### src/rtl/freq_meter_pkg.sv
// Shared types and constants for the frequency meter and its synchronizer.
package freq_meter_pkg;

  typedef enum logic [0:0] {
    IDLE    = 1'b0,
    MEASURE = 1'b1
  } fm_state_t;

  localparam int unsigned CLK_HZ_DEFAULT = 100_000_000;
  localparam int          GATE_W         = 27;

endpackage

### src/rtl/sync_edge_detect.sv
// Two-flop synchronizer followed by a history flop; emits a one-cycle pulse
// on each rising edge of an asynchronous input.
module sync_edge_detect (
  input  logic clk,
  input  logic rst,
  input  logic sig_in,
  output logic rise
);

  logic s1;
  logic s2;
  logic s3;

  // Synchronizer chain, free-running regardless of what consumes the pulse
  always_ff @(posedge clk) begin
    if (rst) begin
      s1 <= 1'b0;
      s2 <= 1'b0;
      s3 <= 1'b0;
    end else begin
      s1 <= sig_in;
      s2 <= s1;
      s3 <= s2;
    end
  end

  assign rise = s2 & ~s3;

endmodule

### src/rtl/freq_meter.sv
// Gated edge counter: counts rising edges of sig_in over a fixed window of
// clk cycles and latches the (saturating) count when the window closes.
module freq_meter
  import freq_meter_pkg::*;
#(
  parameter int unsigned CLK_HZ  = CLK_HZ_DEFAULT,
  parameter int unsigned GATE_MS = 1000,
  parameter int          CNT_W   = 27
) (
  input  logic             clk,
  input  logic             rst,
  input  logic             sig_in,
  input  logic             start,
  output logic             busy,
  output logic             valid,
  output logic [CNT_W-1:0] freq_count,
  output logic             overflow
);

  localparam longint unsigned GATE_CYCLES = (64'(CLK_HZ) / 64'd1000) * 64'(GATE_MS);
  localparam logic [GATE_W-1:0] GATE_LAST = GATE_W'(GATE_CYCLES - 64'd1);
  localparam logic [CNT_W-1:0]  CNT_MAX   = {CNT_W{1'b1}};

  fm_state_t         state;
  logic [GATE_W-1:0] gate_cnt;
  logic [CNT_W-1:0]  edge_cnt;
  logic              sat;
  logic              rise;
  logic [CNT_W-1:0]  edge_next;
  logic              sat_next;

  sync_edge_detect u_sync (
    .clk    (clk),
    .rst    (rst),
    .sig_in (sig_in),
    .rise   (rise)
  );

  // Edge count including this cycle's pulse; sticks at all-ones once full
  always_comb begin
    edge_next = edge_cnt;
    sat_next  = sat;
    if (edge_cnt == CNT_MAX) begin
      sat_next = sat | rise;
    end else begin
      edge_next = edge_cnt + CNT_W'(rise);
    end
  end

  // Measurement FSM, gate/edge counters and result registers
  always_ff @(posedge clk) begin
    if (rst) begin
      state      <= IDLE;
      gate_cnt   <= '0;
      edge_cnt   <= '0;
      sat        <= 1'b0;
      busy       <= 1'b0;
      valid      <= 1'b0;
      freq_count <= '0;
      overflow   <= 1'b0;
    end else begin
      valid <= 1'b0;
      case (state)
        IDLE: begin
          if (start) begin
            state    <= MEASURE;
            gate_cnt <= '0;
            edge_cnt <= '0;
            sat      <= 1'b0;
            busy     <= 1'b1;
          end else begin
            busy <= 1'b0;
          end
        end
        MEASURE: begin
          gate_cnt <= gate_cnt + GATE_W'(1'b1);
          edge_cnt <= edge_next;
          sat      <= sat_next;
          if (gate_cnt == GATE_LAST) begin
            freq_count <= edge_next;
            overflow   <= sat_next;
            valid      <= 1'b1;
            busy       <= 1'b0;
            state      <= IDLE;
          end else begin
            busy <= 1'b1;
          end
        end
        default: begin
          state <= IDLE;
          busy  <= 1'b0;
        end
      endcase
    end
  end

endmodule

### config.mk
export PLATFORM = sky130hd
export DESIGN_NAME = freq_meter
export DESIGN_NICKNAME = d
export VERILOG_FILES = /design/src/rtl/freq_meter_pkg.sv /design/src/rtl/sync_edge_detect.sv /design/src/rtl/freq_meter.sv
export SDC_FILE = /design/constraint.sdc
export NUM_CORES = 1
export LEC_CHECK = 0
export BUFFER_PORTS_ARGS = -buffer_cell sky130_fd_sc_hd__buf_2
export CORE_MARGIN = 2
export CORE_UTILIZATION = 39
export DETAILED_ROUTE_END_ITERATION = 16
export MAX_ROUTING_LAYER = met4
export PLACE_DENSITY = 0.59
export SYNTH_ARGS = -nofsm -noshare
export SYNTH_HDL_FRONTEND = slang
export SYNTH_SLANG_ARGS = --single-unit
export TNS_END_PERCENT = 100
### constraint.sdc
create_clock -name clk -period 6.8 [get_ports clk]
set_input_delay 0.68 -clock clk [delete_from_list [all_inputs] [get_ports clk]]
set_output_delay 0.68 -clock clk [all_outputs]
set_load 0.02 [all_outputs]
# == Word-level counts from Yosys, hierarchy flattened ==
# Cells that the tools add are included.
# word_totals
output_inout_bits,30
elab_cells,32
ff_bits,88
# op_classes
reduce_logical,2
bitwise_logic,4
add_sub_neg,2
n_mux,11
n_eq_ne,3
# ops
cell,count
$pmux 27 s2,2
$eq 27x27->1 const B,2
$mux 27,2
$add 27x1->27,1
$add 27x1->27 const B,1
$mux 1,5
$pmux 1 s2,2
$ne 2x2->1 const B,1
$not 1->1,2
$reduce_and 2->1,1
$reduce_or 2->1,1
$and 1x1->1,1
$or 1x1->1,1

# == Logic depth before layout (Yosys ltp) ==
# depth
depth_word,5
mapped_depth,10
ltp_nobuf,9

# == Cells and area by module ==
# From an unflattened synthesis, not the netlist that was laid out.
# unflattened
cells_unflattened,496
hier_area_um2,4246.6
# modules_own_cells
module,seq_area_each_um2,n_inst,cells_per_inst,area_each_um2
freq_meter,1701.6,1,489,4159.0
sync_edge_detect,60.1,1,7,87.6

# == Worst setup path before layout ==
# OpenSTA, ideal clock, no wires.
# synth_path
path_type,register -> register
start,reg gate_cnt[0]
end,reg freq_count[3]
setup_slack_ps,4609
arrival_ps,2121
period_less_slack_ps,2191
required_time_ps,6730
path_stages_with_launch,9
cell_sequence,dfxtp_1 ha_1 and3_1 and4_1 buf_4 nand4_4 nor4_4 or3b_1 a21oi_1
# synth_via
elab_chain_len,2
# synth_lines
element,line,text
from (decl),freq_meter.sv:25,logic [GATE_W-1:0] gate_cnt;
from (signal assigned),freq_meter.sv:76,gate_cnt <= gate_cnt + GATE_W'(1'b1);
$eq 27x27->1,freq_meter.sv:79,if (gate_cnt == GATE_LAST) begin
$reduce_and 2->1 (no source line),n/a,
to (signal assigned),freq_meter.sv:80,freq_count <= edge_next;
to (decl),freq_meter.sv:16,"output logic [CNT_W-1:0] freq_count,"
# Every way passes these cells.
# A chain may end at the register's enable or synchronous reset.

# == Worst setup path after layout ==
# layout_path
start,reg edge_cnt[8]
end,reg freq_count[23]
# layout_via
elab_chain_len,2
# layout_lines
element,line,text
from (decl),freq_meter.sv:26,logic [CNT_W-1:0] edge_cnt;
from (signal assigned),freq_meter.sv:77,edge_cnt <= edge_next;
$add 27x1->27 or $eq 27x27->1 (tied branches),"freq_meter.sv:46, freq_meter.sv:43",
$mux 27 *,freq_meter.sv:43,if (edge_cnt == CNT_MAX) begin
# Every way passes the cells marked *; elsewhere a longest branch is shown, timed or not.

==> impl_metrics.tcl <==
set metrics [dict create \
    rr_worst_depth 6 \
    clkPwrFrac_pct 41.8 \
    async_reset_ff_share_pct 0 \
    die_width_um 108 \
    ctsHoldBuffers 0 \
    cts_max_level 3 \
    dieArea_um2 11600 \
    worstMarginPinSlew_ns 1.19 \
    grt_usage_pct 18.3 \
    clk_pin_slew_ns 0.09 \
    final_nets 515 \
    layout_commonest_cell "dfxtp_1" \
    crit_type "reg2reg" \
    multi_input_area_um2 2280 \
    area.growth.synth_to_final_pct 11.1 \
    yosysSeqAreaShare_pct 42.1 \
    critPathTopFamily "simple AND/OR/NAND/NOR gates" \
    cts_resized 0 \
    fin_skew_ns 0.0132 \
    hold_depth 2 \
    synth_area_um2 4190 \
    power.density_nw_per_um2 204 \
    cap_violations 0 \
    cts_made_buffers 9 \
    synthFlopType "dfxtp_1" \
    ir_worst_vdd_v 0.0000966 \
    syn_inst 490 \
    synth_edf_count 0 \
    first_pass_iters 4 \
    grt_max_degree 75 \
    setup_viol 0 \
    fin_ws_ns 3.58 \
    detail-route-antenna-nets 0 \
    cp.required_ns 7.09 \
    dieHeight_um 108 \
    fin_crit_ns 3.22 \
    intPower_uw 735 \
    drive_gt1_share_pct 13.5 \
    path_depth 6 \
    pin_count 34 \
    holdWs_ns 0.474 \
    finalMaxSlewViolations 0 \
    worstHoldStart "freq_count[3]" \
    p_comb_share_pct 3.4 \
    drc 0 \
    via_per_inst 5.63 \
    vias 3657 \
    critical_path.endpoint_type "register" \
    seqPwrFrac_pct 54.9 \
    hold_viol_final 0 \
    hold-path-endpoint "freq_count[3]" \
    status "complete, no violations" \
    post_cts_buffers 0 \
    power_uw 948 \
    grt_pass1_wl_um 16500 \
    wl_um 9920 \
    grt_setup_unrepaired "false" \
    worstSetupStartpointType "register" \
    clk_latency_ns 0.37 \
    post-route-period-util_pct 47.4 \
    tritoncts "built" \
    r2r-start "edge_cnt[8]" \
    crit_slowest_cell "nor3_1" \
    antenna_cells 0 \
    max_freq_mhz 310 \
    setup_tns_ns 0 \
    core_area_um2 10400 \
    worstSetupStartpoint "edge_cnt[8]" \
    gp_congestion 0.805 \
    slew_headroom_pct 20.2 \
    hold_path.class "reg2reg" \
    reg2reg_to "freq_count[23]" \
    r2r_slack_ns 3.58 \
    overflow 0 \
    cpPeakStageDelay_ns 1.00 \
    n_fill_cell 1068 \
    p_leak_uw 0.00154 \
    rows 37 \
    ys_types 50 \
    worstPathArrival_ns 3.51 \
    dp_worst_setup_slack_ns 3.63 \
    cts.sinks 88 \
    drtIter0Drc 316 \
    grt_pass1_vias 3353 \
    syn_area_per_cell_um2 8.54 \
    power.switching_uw 213 \
    io_buffer_count 33 \
    ys_seq_elements 88 \
    clock_path_buffers 2 \
    crit_chain "nand3_1 -> nor3_1 -> a31oi_1 -> and4_1 -> xnor2_1 -> a211oi_1" \
    final_cell_mix "dfxtp_1, nor2_1, nand2_1" \
    dpl.hpwl_um 6500 \
    cts_root_buf "clkbuf_8" \
    worst-path-max-fanout 13 \
    sw_frac_of_total_pct 22.5 \
    start_util_pct 40.4 \
    ys_warn_count 0 \
    crit_buf_inv 0 \
    avgRoutedWirePerCell_um 15.3 \
    synth.net_count 497 \
    seq_area_um2 1760 \
    antenna_found_initial 0 \
]
[cells in the mapped netlist, types with 2 or more instances]
| library cell | count | area (µm²) |
|---|---|---|
| a211oi_1 | 25 | 188 |
| a21oi_1 | 34 | 170 |
| a31oi_1 | 22 | 138 |
| a41oi_1 | 4 | 35.0 |
| and2_1 | 2 | 12.5 |
| and3_1 | 12 | 75.1 |
| and4_1 | 6 | 52.6 |
| buf_2 | 10 | 50.1 |
| clkbuf_1 | 19 | 71.3 |
| dfxtp_1 | 88 | 1760 |
| ha_1 | 3 | 37.5 |
| inv_1 | 4 | 15.0 |
| mux2i_1 | 2 | 20.0 |
| nand2_1 | 35 | 131 |
| nand2b_1 | 9 | 56.3 |
| nand3_1 | 25 | 125 |
| nand3b_1 | 2 | 15.0 |
| nand4_1 | 14 | 87.6 |
| nand4b_1 | 8 | 70.1 |
| nor2_1 | 43 | 161 |
| nor2b_1 | 7 | 43.8 |
| nor3_1 | 8 | 40.0 |
| nor4_2 | 2 | 25.0 |
| nor4b_1 | 3 | 26.3 |
| o211ai_1 | 7 | 52.6 |
| o21a_1 | 4 | 30.0 |
| o21ai_0 | 24 | 120 |
| o31ai_1 | 10 | 75.1 |
| or2_2 | 3 | 18.8 |
| or3_1 | 10 | 62.6 |
| or3b_2 | 2 | 17.5 |
| or4_1 | 2 | 15.0 |
| xnor2_1 | 11 | 96.3 |
| xor2_1 | 14 | 123 |
[worst max path at each step]
stage,end
CTS,freq_count[23]
global route,freq_count[23]
floorplan,freq_count[3]
finish,freq_count[23]
global placement,freq_count[23]
detailed placement,freq_count[23]
[power groups by stage]
stage	sequential (µW)	combinational [µW]	clock, µW
final	520	31.8	396
after floorplan	531	24.3	0
after CTS	520	32.2	404
after global placement	532	31.8	0
after detailed placement	532	32.1	0
after global routing	521	35.6	425
[through the flow]
stage                     std cells  cell area (µm²)  utilization [%]
after floorplan                 490             4190                -
after global placement          633             4430             42.7
after detailed placement        633             4430             42.7
after CTS                       649             4650             44.8
after global routing            649             4650             44.8
final                           649             4650             44.8
[area by class of cell]
cell class / count / share of cell area (%)
repair buffers: 38 / 4.36
flip-flops and latches: 88 / 37.9
clock inverters: 2 / 0.753
clock buffers: 14 / 3.93
multi-input cells: 367 / 49.1
inverters: 4 / 0.323
well taps: 136 / 3.66
[logic make-up (layout without fill, tap and decap cells)]
group           after synthesis  in the layout  synth area share [%]
mux                           3              3                 0.747
xor+xnor                     25             25                  5.23
buf+inv                      35             58                  3.53
fa+ha+maj                     3              3                 0.897
simple gates                202            202                  27.3
compound gates              134            134                  20.3
flops                        88             88                  42.1
[worst min-delay path, stage by stage, from the launching register on]
cell and delay (ns):
dfxtp_1 0.31, nand2b_1 0.06, a21oi_1 0.05
[sequential cells by signal, summed over array words and instances, names as in the netlist]
name,cells
state,1
overflow,1
u_sync.s3,1
gate_cnt,27
u_sync.s1,1
valid,1
freq_count,27
edge_cnt,27
sat,1
u_sync.s2,1
[per-layer routing]
| layer | track usage [%] | routed length (µm) | up-vias |
|---|---|---|---|
| li1 | - | - | 1849 |
| met1 | 25.8 | 5190 | 1733 |
| met2 | 26.1 | 4170 | 65 |
| met3 | 3.81 | 438 | 10 |
| met4 | 6.32 | 128 | 0 |
| met5 | - | 0 | - |
Note: power is estimated with default switching activity, not from simulation.
